## src/rtl/mem_access_ctrl.sv

```systemverilog
// Load/store sequencer over a word-only memory: sub-word loads by lane extraction, sub-word stores by read-modify-write.
// Optional misalignment trap enabled by defining MEM_ACCESS_MISALIGN_TRAP_EN.
module mem_access_ctrl #(
    parameter int DEPTH = 8
) (
    input  logic             clk,
    input  logic             rst_ni,
    input  logic             req_valid_i,
    output logic             req_ready_o,
    input  logic             req_we_i,
    input  logic [1:0]       req_size_i,
    input  logic             req_unsigned_i,
    input  logic [DEPTH-1:0] req_addr_i,
    input  logic [31:0]      req_wdata_i,
    output logic             rsp_valid_o,
    output logic [31:0]      rsp_rdata_o,
    output logic             rsp_err_o,
    output logic [DEPTH-1:0] mem_rd_addr_o,
    input  logic [31:0]      mem_rd_data_i,
    output logic             mem_write_o,
    output logic [DEPTH-1:0] mem_wr_addr_o,
    output logic [31:0]      mem_wr_data_o
);

    typedef enum logic [1:0] {IDLE, RD, WR, RESP} state_t;

    state_t           state;
    logic [DEPTH-1:0] addr_q;
    logic [1:0]       size_q;
    logic             we_q;
    logic             uns_q;
    logic [31:0]      wdata_q;
    logic [31:0]      rdata_q;
    logic             misaligned;

    always_comb begin
        misaligned = 1'b0;
`ifdef MEM_ACCESS_MISALIGN_TRAP_EN
        case (req_size_i)
            2'd0:    misaligned = 1'b0;
            2'd1:    misaligned = req_addr_i[0];
            default: misaligned = |req_addr_i[1:0];
        endcase
`endif
    end

    // Size 3 behaves as word everywhere: only size[1] distinguishes word from sub-word.
    function automatic logic [31:0] extract(input logic [31:0] word, input logic [1:0] lsb,
                                            input logic [1:0] size, input logic uns);
        logic [31:0] shifted;
        shifted = word >> {lsb, 3'b000};
        if (size[1]) begin
            extract = word;
        end else if (size[0]) begin
            shifted = lsb[1] ? {16'h0000, word[31:16]} : {16'h0000, word[15:0]};
            extract = {{16{shifted[15] & ~uns}}, shifted[15:0]};
        end else begin
            extract = {{24{shifted[7] & ~uns}}, shifted[7:0]};
        end
    endfunction

    always_comb begin
        mem_wr_data_o = rdata_q;
        if (size_q[1]) begin
            mem_wr_data_o = wdata_q;
        end else if (size_q[0]) begin
            if (addr_q[1]) mem_wr_data_o[31:16] = wdata_q[15:0];
            else           mem_wr_data_o[15:0]  = wdata_q[15:0];
        end else begin
            case (addr_q[1:0])
                2'd0:    mem_wr_data_o[7:0]   = wdata_q[7:0];
                2'd1:    mem_wr_data_o[15:8]  = wdata_q[7:0];
                2'd2:    mem_wr_data_o[23:16] = wdata_q[7:0];
                default: mem_wr_data_o[31:24] = wdata_q[7:0];
            endcase
        end
    end

    assign mem_rd_addr_o = {addr_q[DEPTH-1:2], 2'b00};
    assign mem_wr_addr_o = {addr_q[DEPTH-1:2], 2'b00};

    always_ff @(posedge clk or negedge rst_ni) begin
        if (!rst_ni) begin
            state       <= IDLE;
            req_ready_o <= 1'b1;
            rsp_valid_o <= 1'b0;
            rsp_rdata_o <= '0;
            rsp_err_o   <= 1'b0;
            mem_write_o <= 1'b0;
            addr_q      <= '0;
            size_q      <= '0;
            we_q        <= 1'b0;
            uns_q       <= 1'b0;
            wdata_q     <= '0;
            rdata_q     <= '0;
        end else begin
            case (state)
                IDLE: begin
                    if (req_valid_i && req_ready_o) begin
                        addr_q      <= req_addr_i;
                        size_q      <= req_size_i;
                        we_q        <= req_we_i;
                        uns_q       <= req_unsigned_i;
                        wdata_q     <= req_wdata_i;
                        req_ready_o <= 1'b0;
                        if (misaligned) begin
                            state       <= RESP;
                            rsp_valid_o <= 1'b1;
                            rsp_err_o   <= 1'b1;
                            rsp_rdata_o <= '0;
                        end else if (req_we_i && req_size_i[1]) begin
                            state       <= WR;
                            mem_write_o <= 1'b1;
                        end else begin
                            state <= RD;
                        end
                    end
                end
                RD: begin
                    rdata_q <= mem_rd_data_i;
                    if (we_q) begin
                        state       <= WR;
                        mem_write_o <= 1'b1;
                    end else begin
                        state       <= RESP;
                        rsp_valid_o <= 1'b1;
                        rsp_rdata_o <= extract(mem_rd_data_i, addr_q[1:0], size_q, uns_q);
                    end
                end
                WR: begin
                    mem_write_o <= 1'b0;
                    state       <= RESP;
                    rsp_valid_o <= 1'b1;
                    rsp_rdata_o <= '0;
                end
                RESP: begin
                    rsp_valid_o <= 1'b0;
                    rsp_err_o   <= 1'b0;
                    rsp_rdata_o <= '0;
                    req_ready_o <= 1'b1;
                    state       <= IDLE;
                end
                default: state <= IDLE;
            endcase
        end
    end

endmodule

```

## config.mk

```make
export PLATFORM = sky130hd
export DESIGN_NAME = mem_access_ctrl
export DESIGN_NICKNAME = d
export VERILOG_FILES = /design/src/rtl/mem_access_ctrl.sv
export SDC_FILE = /design/constraint.sdc
export NUM_CORES = 1
export LEC_CHECK = 0
export ABC_AREA = 1
export BUFFER_PORTS_ARGS = -buffer_cell sky130_fd_sc_hd__buf_2
export CORE_MARGIN = 2
export CORE_UTILIZATION = 53
export CTS_CLUSTER_SIZE = 28
export DETAILED_ROUTE_END_ITERATION = 10
export PLACE_DENSITY = 0.81
export SYNTH_ARGS = -nofsm -noshare
export SYNTH_HDL_FRONTEND = slang
export SYNTH_SLANG_ARGS = --single-unit
```

## constraint.sdc

```tcl
create_clock -name clk -period 2.2 [get_ports clk]
set_input_delay 0.44 -clock clk [delete_from_list [all_inputs] [get_ports clk]]
set_output_delay 0.44 -clock clk [all_outputs]
set_load 0.01 [all_outputs]
```

==> results of run 1 <==
[per-layer routing]
layer	up-vias	GRT usage (%)	wire length, um
met5	-	0	0
met4	0	9.31	557
met3	59	5.81	1960
met2	364	49.5	8600
met1	2862	42.2	7440
li1	2809	-	-
[kinds of logic after synthesis]
kind of cell / Yosys count / share of synthesized area, %
AOI/OAI and AO/OA: 144 / 13.4
adders and majority gates: 6 / 1.26
buffers and inverters: 123 / 9.73
DFF: 113 / 47.5
other: 1 / 0.0630
and+or+nand+nor: 405 / 28.0
[worst max-delay path by stage]
stage / startpoint / to / slack [ns] / cells past startpoint
after global routing: size_q[0]$_DFFE_PN0P_ / mem_wr_data_o[1] / -0.13 / 7
after CTS: size_q[1]$_DFFE_PN0P_ / mem_wr_data_o[18] / -0.03 / 6
after global placement: size_q[0]$_DFFE_PN0P_ / mem_wr_data_o[9] / 0.29 / 6
after detailed placement: addr_q[0]$_DFFE_PN0P_ / mem_wr_data_o[1] / 0.25 / 8
after floorplan: addr_q[1]$_DFFE_PN0P_ / mem_wr_data_o[31] / 0.48 / 6
final: size_q[0]$_DFFE_PN0P_ / mem_wr_data_o[31] / -0.1 / 6
[area by class of cell]
| class | count | area [um^2] |
|---|---|---|
| fill | 852 | 3070 |
| sequential | 113 | 2830 |
| multi-input combinational | 563 | 2780 |
| timing repair buffer | 189 | 1120 |
| clock buffer | 22 | 453 |
| inverter | 70 | 288 |
| tap | 140 | 175 |
| clock inverter | 10 | 158 |
| timing repair inverter | 1 | 11.3 |
[what timing repair did]
action                     in CTS  in global routing
buffers inserted               12                  6
cloned                          1                  3
setup endpoints to repair      32                 32
resized for setup              30                 56
hold endpoints to repair        0                  0
pin swaps                       5                 17
[critical path: stages, from the launching register on]
cell,delay [ns]
dfrtp_2,0.46
buf_4,0.17
nand2_2,0.11
clkinv_4,0.11
a22oi_2,0.19
a31oi_2,0.13
buf_2,0.16
[per-stage QoR]
step / instance area [um^2] / TNS (ns)
6_report: 7820 / -1.39
5_1_grt: 7820 / -3.04
4_1_cts: 7540 / -0.426
3_5_place_dp: 6750 / 0
3_3_place_gp: 6750 / 0
2_1_floorplan: 5970 / 0
[flip-flops by register name, summed over array words and instances (netlist names)]
name         flops
req_ready_o      1
mem_write_o      1
rsp_valid_o      1
we_q             1
size_q           2
uns_q            1
wdata_q         32
rdata_q         32
rsp_rdata_o     32
state            2
addr_q           8
[report_power, final]
part	leakage, nW	total, mW	switching [mW]	internal, mW
combinational	2.46	7.50	4.70	2.80
sequential	1.41	3.80	0.708	3.09
clock	0.291	2.87	0.975	1.89
total	4.16	14.2	6.39	7.78
[cell usage in the layout (no fill, tap or decap), types with 3 or more instances in the layout]
cell,synthesis,layout
conb_1,1,5
nand2_1,334,324
bufinv_16,0,4
clkbuf_8,0,3
inv_2,8,4
inv_4,0,3
nand2_2,4,12
buf_4,19,19
nand2_4,2,6
ha_1,6,5
dfrtp_1,112,110
a22o_1,6,6
clkbuf_1,22,3
a41oi_2,0,6
nor2_1,27,27
nand3_1,24,17
o21ai_0,77,63
nor2_4,3,4
o21ai_2,7,14
clkinvlp_4,0,3
buf_12,0,3
inv_1,59,58
clkinv_2,1,3
nand3_2,5,12
o21ai_1,16,22
buf_2,6,154
a21oi_1,29,27
clkbuf_16,0,16
buf_6,5,11
==> summary.md, run 1 <==
| Metric | Value |
|---|---|
| EDFF count, synth | 0 |
| Row cnt | 38 |
| CTS H-tree depth | 4 |
| Register area share after synthesis | approximately 48% |
| Die Y | between 100 and 150 um |
| Vias in the first global route | 5647 |
| Cells on worst reg2reg path | 7 |
| N_diodes | 0 |
| FMAX | 0.435 GHz |
| Final Power | around 14 mW |
| Failing checks | negative hold slack, negative setup slack |
| Layout Nets | approximately 1000 |
| Worst R2R End | wdata_q[24]$_DFFE_PN0P_ |
| Clock buffer depth | 2 |
| First-pass GRT wire length | 27900 um |
| Post-synth top area cell | dfrtp_1 |
| RSZ-0062 raised after global routing | yes |
| Final setup violation count | 31 |
| Sink Count | 113 |
| Yosys top cell area share | between 40% and 50% |
| Area Overhead vs Synth | 31.3% |
| CP max FO | 8 |
| VDD IR max | 1.00 mV |
| Synth Register Bits | about 110 |
| CP Data Required Time | about 1.8 ns |
| PnR worst setup slack | -0.0969 ns |
| Crit Path Category | flop to output pin |
| Buffers on Ports | 157 |
| Initial antenna violation count | 0 |
| CTS tree | built |
| Max Slew Vio Count | 0 |
| Worst slew margin | 55.8% |
| Die width | 110 um |
| Fin util | a little under three quarters |
| Antenna viol nets, final | 0 |
| Via density | 5.50 |
| Final Cycle Share | 104% |
| Global route overflow | 0 |
| Core footprint | 10900 um^2 |
| Reg-to-reg startpoint | state[0]$_DFFE_PN0P_ |
| DRC Markers | 0 |
| Skew-Pair Late Insertion Delay | 0.52 ns |
| Worst Setup End Kind | output pin |
| Largest net degree at the start of global routing | about 110 |
| Cell with the most instances after synthesis | nand2_1 |
| Pre-CTS setup slack | between 0.2 and 0.3 ns |
| Root buffer cell | clkbuf_8 |
| Post-synth ARST share | between 90% and 100% |
| Worst Hold Class | input pin to asynchronous set/reset pin |
| Share of cells above drive strength 1 | between 30% and 40% |
| Pwr dens | 1810 nW/um^2 |
| Clock Skews | 0.00605 ns |
| Num ports | 163 |
| Iter 0 DRT Violations | 697 |
| Synth top area cells | dfrtp_1 (47%), nand2_1 (21%), o21ai_0 (6.5%) |
| Die Area | roughly 12000 um^2 |
| Final-report hold violation count | 26 |
| Max-cap violations | 0 |
| Starting Density | 54.7% |
| Via count | approximately 6100 |
| CP startpoint kind | flop |
| Dpl cells | around 1100 |
| Drt wl/cell | 16.7 um |
| Leakage | between 4 and 5 nW |
| Clk pin slew, worst setup/hold paths | ~0.060 ns |
| Worst-margin pin slew | between 0.6 and 0.7 ns |
| Fin Hold WS | -0.0549 ns |
| CTS Hold Bufs | 0 |
| Mean post-synth cell area | 7.51 um^2 |
| Synth cell count leaders | nand2_1 (334), dfrtp_1 (112), o21ai_0 (77) |
| DRT Pass-1 Iters | 5 |
| Global-route usage over all layers | between 30% and 40% |
| Synth Cell Area | 5950 um^2 |
| Yosys cell types | 33 |
| Primary FF master, synth | dfrtp_1 |
| DP HPWL | 12300 um |
| TritonCTS Buffers | 17 |
| Reg2Reg Setup Slack | 0.24 ns |
| Min cycle time layout | 2.30 ns |
| Worst Path Arrival | 1.86 ns |
| Routed wire length | approximately 19000 um |
| Yosys warns | 0 |
| Finished Layout Cells | 1108 |
| Status | complete, but fails checks |
| Post-synthesis cell count | about 790 |
| Placer Congestion | 0.983 |
Note: power is estimated with default switching activity, not from simulation.
==> run 2: changes to the inputs <==
--- a/config.mk
+++ b/config.mk
@@ -12,6 +12,7 @@
 export CTS_CLUSTER_SIZE = 28
 export DETAILED_ROUTE_END_ITERATION = 10
 export PLACE_DENSITY = 0.81
+export SETUP_SLACK_MARGIN = 0.2
 export SYNTH_ARGS = -nofsm -noshare
 export SYNTH_HDL_FRONTEND = slang
 export SYNTH_SLANG_ARGS = --single-unit
==> summary.md, run 2 (same netlist as run 1, synthesis figures left out) <==
| Metric | Value |
|---|---|
| Leakage | 4.13 nW |
| Dpl cell area | 6750 um^2 |
| Worst Path Arrival | 1.84 ns |
| CP Data Required Time | 1.76 ns |
| Row cnt | 38 |
| CP max FO | 5 |
| Placer Congestion | 0.983 |
| Final Cycle Share | 103% |
| CTS tree | built |
| Kind of cell adding the most delay to the critical path | buffers and inverters |
| Clock buffer depth | 2 |
| CP startpoint kind | flop |
| DRT Pass-1 Iters | 5 |
| Worst slew margin | 59.7% |
| Die width | 110 um |
| Critical path depth in cells | 7 |
| PnR worst setup slack | -0.0761 ns |
| Final instance area | ~7800 um^2 |
| Worst R2R End | rsp_rdata_o[1]$_DFFE_PN0P_ |
| Cells on worst reg2reg path | 7 |
| Fin util | 71.3% |
| Skew-Pair Late Insertion Delay | 0.52 ns |
| Reg-to-reg startpoint | state[0]$_DFFE_PN0P_ |
| Area Overhead vs Synth | 30.4% |
| Worst-margin pin slew | roughly 0.60 ns |
| Max Slew Vio Count | 0 |
| CP bufs+invs | 4 |
| Die Y | 110 um |
| Failing checks | negative hold slack, negative setup slack |
| Buffers on Ports | ~160 |
| Iter 0 DRT Violations | 639 |
| TritonCTS Buffers | 17 |
| Initial antenna violation count | 0 |
| Reg2Reg Setup Slack | 0.40 ns |
| FMAX | 0.439 GHz |
| N_diodes | 0 |
| Die Area | 12100 um^2 |
| DRC Markers | 0 |
| CTS Hold Bufs | 0 |
| Pwr dens | 1800 nW/um^2 |
| First-pass GRT wire length | 28400 um |
| Clock Skews | a little under 0.008 ns |
| Min cycle time layout | roughly 2.3 ns |
| Share of cells above drive strength 1 | 30.1% |
| Biggest regs | rdata_q x32, rsp_rdata_o x32, wdata_q x32 |
| Largest net degree at the start of global routing | between 100 and 150 |
| Commonest non-fill, non-tap cell in the layout | nand2_1 |
| Max-cap violations | 0 |
| Status | complete, but fails checks |
| Final-report hold violation count | 3 |
| Fill count | 874 |
| Slowest stage delay, CP | about 0.4 ns |
| Worst Hold Class | input pin to asynchronous set/reset pin |
| Routed wire length | 18200 um |
| Commonest non-fill, non-tap cells in the layout | nand2_1 (329), buf_2 (155), dfrtp_1 (109) |
| Antenna viol nets, final | 0 |
| Clk pin slew, worst setup/hold paths | 0.06 ns |
| Final setup violation count | 21 |
| Layout Nets | roughly 1000 |
| Num ports | 163 |
| Fin Hold WS | -0.00903 ns |
| Vias in the first global route | 5773 |
| Via density | 5.44 |
| Drt wl/cell | about 16 um |
| Global route overflow | 0 |
| Starting Density | 54.7% |
| Crit path cell chain | buf_6 > nor2_2 > nor2_4 > buf_4 > buf_4 > o21ai_2 > buf_2 |
| Core footprint | approximately 11000 um^2 |
| Worst Setup End Kind | output pin |
| Global-route usage over all layers | 31.3% |
| DP HPWL | approximately 12000 um |
| CP max stage cell | dfrtp_2 |
| Root buffer cell | clkbuf_8 |
| Via count | 6008 |
| VDD IR max | 1.07 mV |
| Sink Count | 113 |
| Most Frequent Cell on Critical Path | buf_4 |
| CTS H-tree depth | 4 |
| RSZ-0062 raised after global routing | yes |
| Crit Path Category | flop to output pin |
==> run 2: cell count changes in the layout (fill, tap and decap cells not counted), sizes merged <==
| cell | previous run | this run |
|---|---|---|
| nand2 | 343 | 341 |
| inv | 68 | 67 |
| clkbuf | 23 | 22 |
| clkinvlp | 3 | 4 |
==> run 2: cell type report <==
| class | count | area, um^2 | share of cell area [%] |
|---|---|---|---|
| Timing Repair Buffer | 188 | 1110 | 14.3 |
| Clock inverter | 10 | 158 | 2.03 |
| Sequential cell | 113 | 2830 | 36.5 |
| Inverter | 70 | 289 | 3.73 |
| Clock buffer | 22 | 453 | 5.84 |
| Timing Repair inverter | 1 | 6.26 | 0.0806 |
| Tap cell | 140 | 175 | 2.26 |
| Multi-Input combinational cell | 561 | 2730 | 35.2 |
==> run 2: how the worst max path moves through the flow <==
stage                                      from           endpoint  slack (ns)
final                     addr_q[1]$_DFFE_PN0P_   mem_wr_data_o[7]       -0.08
after global routing      addr_q[1]$_DFFE_PN0P_   mem_wr_data_o[7]       -0.11
after CTS                 size_q[0]$_DFFE_PN0P_   mem_wr_data_o[5]       -0.03
after detailed placement  addr_q[0]$_DFFE_PN0P_   mem_wr_data_o[1]        0.25
after global placement    size_q[0]$_DFFE_PN0P_   mem_wr_data_o[9]        0.29
after floorplan           addr_q[1]$_DFFE_PN0P_  mem_wr_data_o[31]        0.48
==> run 2: report_power, final <==
part,total (mW),switching [mW],internal (mW)
clock,2.86,0.969,1.89
combinational,7.33,4.58,2.75
sequential,3.80,0.705,3.09
total,14.0,6.26,7.73
==> run 2: through the flow <==
| step | instances | setup TNS [ns] | power, mW | setup WS (ns) |
|---|---|---|---|---|
| 2_1_floorplan | 796 | 0 | 8.05 | 0.479 |
| 3_3_place_gp | 1054 | 0 | 9.91 | 0.292 |
| 3_5_place_dp | 1054 | 0 | 10.1 | 0.253 |
| 4_1_cts | 1101 | -0.190 | 13.6 | -0.0277 |
| 5_1_grt | 1105 | -2.40 | 15.0 | -0.108 |
| 6_report | 1105 | -0.567 | 14.0 | -0.0761 |
==> run 2: worst reg2reg max path, cell delays in order (launching register included) <==
cell	delay [ns]
dfrtp_1	0.42
inv_1	0.12
ha_1	0.26
a21oi_1	0.19
nand2_1	0.15
clkinvlp_4	0.29
nand2_1	0.13
o21ai_1	0.17
==> run 2: repair_timing <==
| item | 4_1_cts | 5_1_grt |
|---|---|---|
| gates resized for setup | 55 | 20 |
| pin swaps | 17 | 8 |
| setup buffers | 14 | 3 |
| gates cloned | 1 | 1 |
| endpoints found under the setup margin | 32 | 83 |
==> run 2: routing by layer <==
metal,track usage (%),routed length [um],vias to the layer above,part of all wire (%)
met5,0,0,-,0
met4,11.8,548,0,3.0
met3,7.35,1640,57,9.0
met2,50.4,8570,321,47
met1,41.1,7440,2825,41
li1,-,-,2805,-
==> run 3: changes to the inputs <==
==> constraint.sdc (replaced) <==
create_clock -name clk -period 2.2 [get_ports clk]
set_input_delay 0.11 -clock clk [delete_from_list [all_inputs] [get_ports clk]]
set_output_delay 0.11 -clock clk [all_outputs]
set_load 0.01 [all_outputs]
==> summary.md, run 3 (same netlist as run 1, synthesis figures left out) <==
| Metric | Value |
|---|---|
| Worst R2R End | wdata_q[22]$_DFFE_PN0P_ |
| CP max FO | 8 |
| Reg-to-reg startpoint | state[1]$_DFFE_PN0P_ |
| Core footprint | between 10000 and 15000 um^2 |
| Commonest non-fill, non-tap cell in the layout | nand2_1 |
| Row cnt | 38 |
| Num ports | about 160 |
| Buffers on Ports | 157 |
| Crit Path Category | flop to output pin |
| Status | finished, final reports clean |
| Cells on worst reg2reg path | 7 |
| Area Overhead vs Synth | 40.3% |
| Crit path cell chain | nor2_2 > nor2_4 > buf_4 > o21ai_0 > buf_2 |
| Largest net degree at the start of global routing | 63 |
| FMAX | roughly 0.48 GHz |
| Via count | 6306 |
| Final setup violation count | 0 |
| Worst Hold Class | input pin to asynchronous set/reset pin |
| Layout Nets | 1112 |
| Global route overflow | 0 |
| Dpl cell area | 6750 um^2 |
| Routed wire length | about 19000 um |
| Worst slew margin | 60.0% |
| Worst-margin pin slew | between 0.5 and 0.6 ns |
| Clock Skews | 0.0110 ns |
| Biggest regs | rdata_q x32, rsp_rdata_o x32, wdata_q x32 |
| CP Data Required Time | roughly 2.1 ns |
| Starting Density | 54.7% |
| Final-report hold violation count | 0 |
| Share of cells above drive strength 1 | 25.8% |
| Final Cycle Share | between 90% and 100% |
| Clk pin slew, worst setup/hold paths | approximately 0.060 ns |
| Iter 0 DRT Violations | 646 |
| CTS H-tree depth | 4 |
| Drt wl/cell | 16.2 um |
| Worst Path Arrival | 1.96 ns |
| Slowest stage delay, CP | ~0.53 ns |
| VDD IR max | 1.02 mV |
| Final Power | 13.6 mW |
| DRT Pass-1 Iters | 5 |
| Die Area | 12100 um^2 |
| Post-route setup TNS | 0 ns |
| Antenna viol nets, final | 0 |
| DRC Markers | 0 |
| Skew-Pair Late Insertion Delay | 0.51 ns |
| Max-cap violations | 0 |
| Initial antenna violation count | 0 |
| Worst Setup End Kind | output pin |
| Final instance area | 8350 um^2 |
| CTS tree | built |
| TritonCTS Buffers | 17 |
| Reg2Reg Setup Slack | between 0.3 and 0.4 ns |
| Via density | 5.34 |
| CP max stage cell | dfrtp_2 |
| DP HPWL | 12200 um |
| Vias in the first global route | 6002 |
| Pwr dens | 1630 nW/um^2 |
| First-pass GRT wire length | roughly 29000 um |
| Global-route usage over all layers | 32.1% |
| Min cycle time layout | 2.07 ns |
| N_diodes | 0 |
| RSZ-0062 raised after global routing | yes |
| Die width | between 100 and 150 um |
| Leakage | approximately 4.4 nW |
| Die Y | 110 um |
| Root buffer cell | clkbuf_8 |
| Sink Count | between 100 and 150 |
| Clock buffer depth | 2 |
| CP startpoint kind | flop |
| Placer Congestion | 0.939 |
| Commonest non-fill, non-tap cells in the layout | nand2_1 (334), buf_2 (156), dfrtp_1 (110) |
| Max Slew Vio Count | 0 |
[run 3: worst max-delay path by stage]
stage | depth (start not counted) | end | slack (ns) | startpoint
4_1_cts | 8 | mem_wr_data_o[21] | 0.17 | addr_q[0]$_DFFE_PN0P_
3_3_place_gp | 6 | mem_wr_data_o[20] | 0.36 | size_q[0]$_DFFE_PN0P_
6_report | 5 | mem_wr_data_o[7] | 0.13 | addr_q[1]$_DFFE_PN0P_
5_1_grt | 5 | mem_wr_data_o[7] | 0.03 | addr_q[1]$_DFFE_PN0P_
2_1_floorplan | 9 | rsp_rdata_o[16]$_DFFE_PN0P_ | 0.54 | state[1]$_DFFE_PN0P_
3_5_place_dp | 6 | mem_wr_data_o[20] | 0.31 | size_q[0]$_DFFE_PN0P_
[run 3: worst max-delay path: cells and delay by family (launching register included)]
family / cells / cell delay (ns)
flops: 1 / 0.53
buf+inv: 2 / 0.35
simple gates: 2 / 0.30
compound gates: 1 / 0.28
[run 3: through the flow]
step	hold WS (ns)	setup slack [ns]	utilization [%]	instances
floorplan	-0.186	0.541	-	796
global placement	0.138	0.361	62.0	1054
detailed placement	0.136	0.311	62.0	1054
CTS	0.143	0.172	75.4	1173
global route	0.183	0.0265	76.7	1180
finish	0.142	0.131	76.7	1180
[run 3: metal layers]
metal / global-route usage, % / routed length, um / up-vias
met5: 0 / 0 / -
met4: 12.3 / 534 / 0
met3: 7.11 / 1630 / 56
met2: 52.8 / 9310 / 345
met1: 41.5 / 7610 / 2956
li1: - / - / 2949
[run 3: cell type report]
class	count	area [um^2]
clock buffer	20	435
clock inverter	12	158
fill	781	2540
inverter	70	282
multi-input combinational	561	2630
sequential	113	2830
tap	140	175
timing repair buffer	264	1840
[run 3: power by group]
group	leakage, nW	total, mW	internal (mW)	switching (mW)
Sequential	1.41	3.81	3.09	0.720
Clock	0.281	2.75	1.76	0.990
Combinational	2.70	7.02	2.62	4.40
[run 3: timing repair]
item                                   in CTS  in global routing
gates resized for setup                     7                 20
hold buffers                               77                  0
endpoints found under the hold margin     129                  0
gates cloned                                0                  1
buffers inserted                           10                  6
setup endpoints to repair                  32                 38
pin swaps                                   3                  2
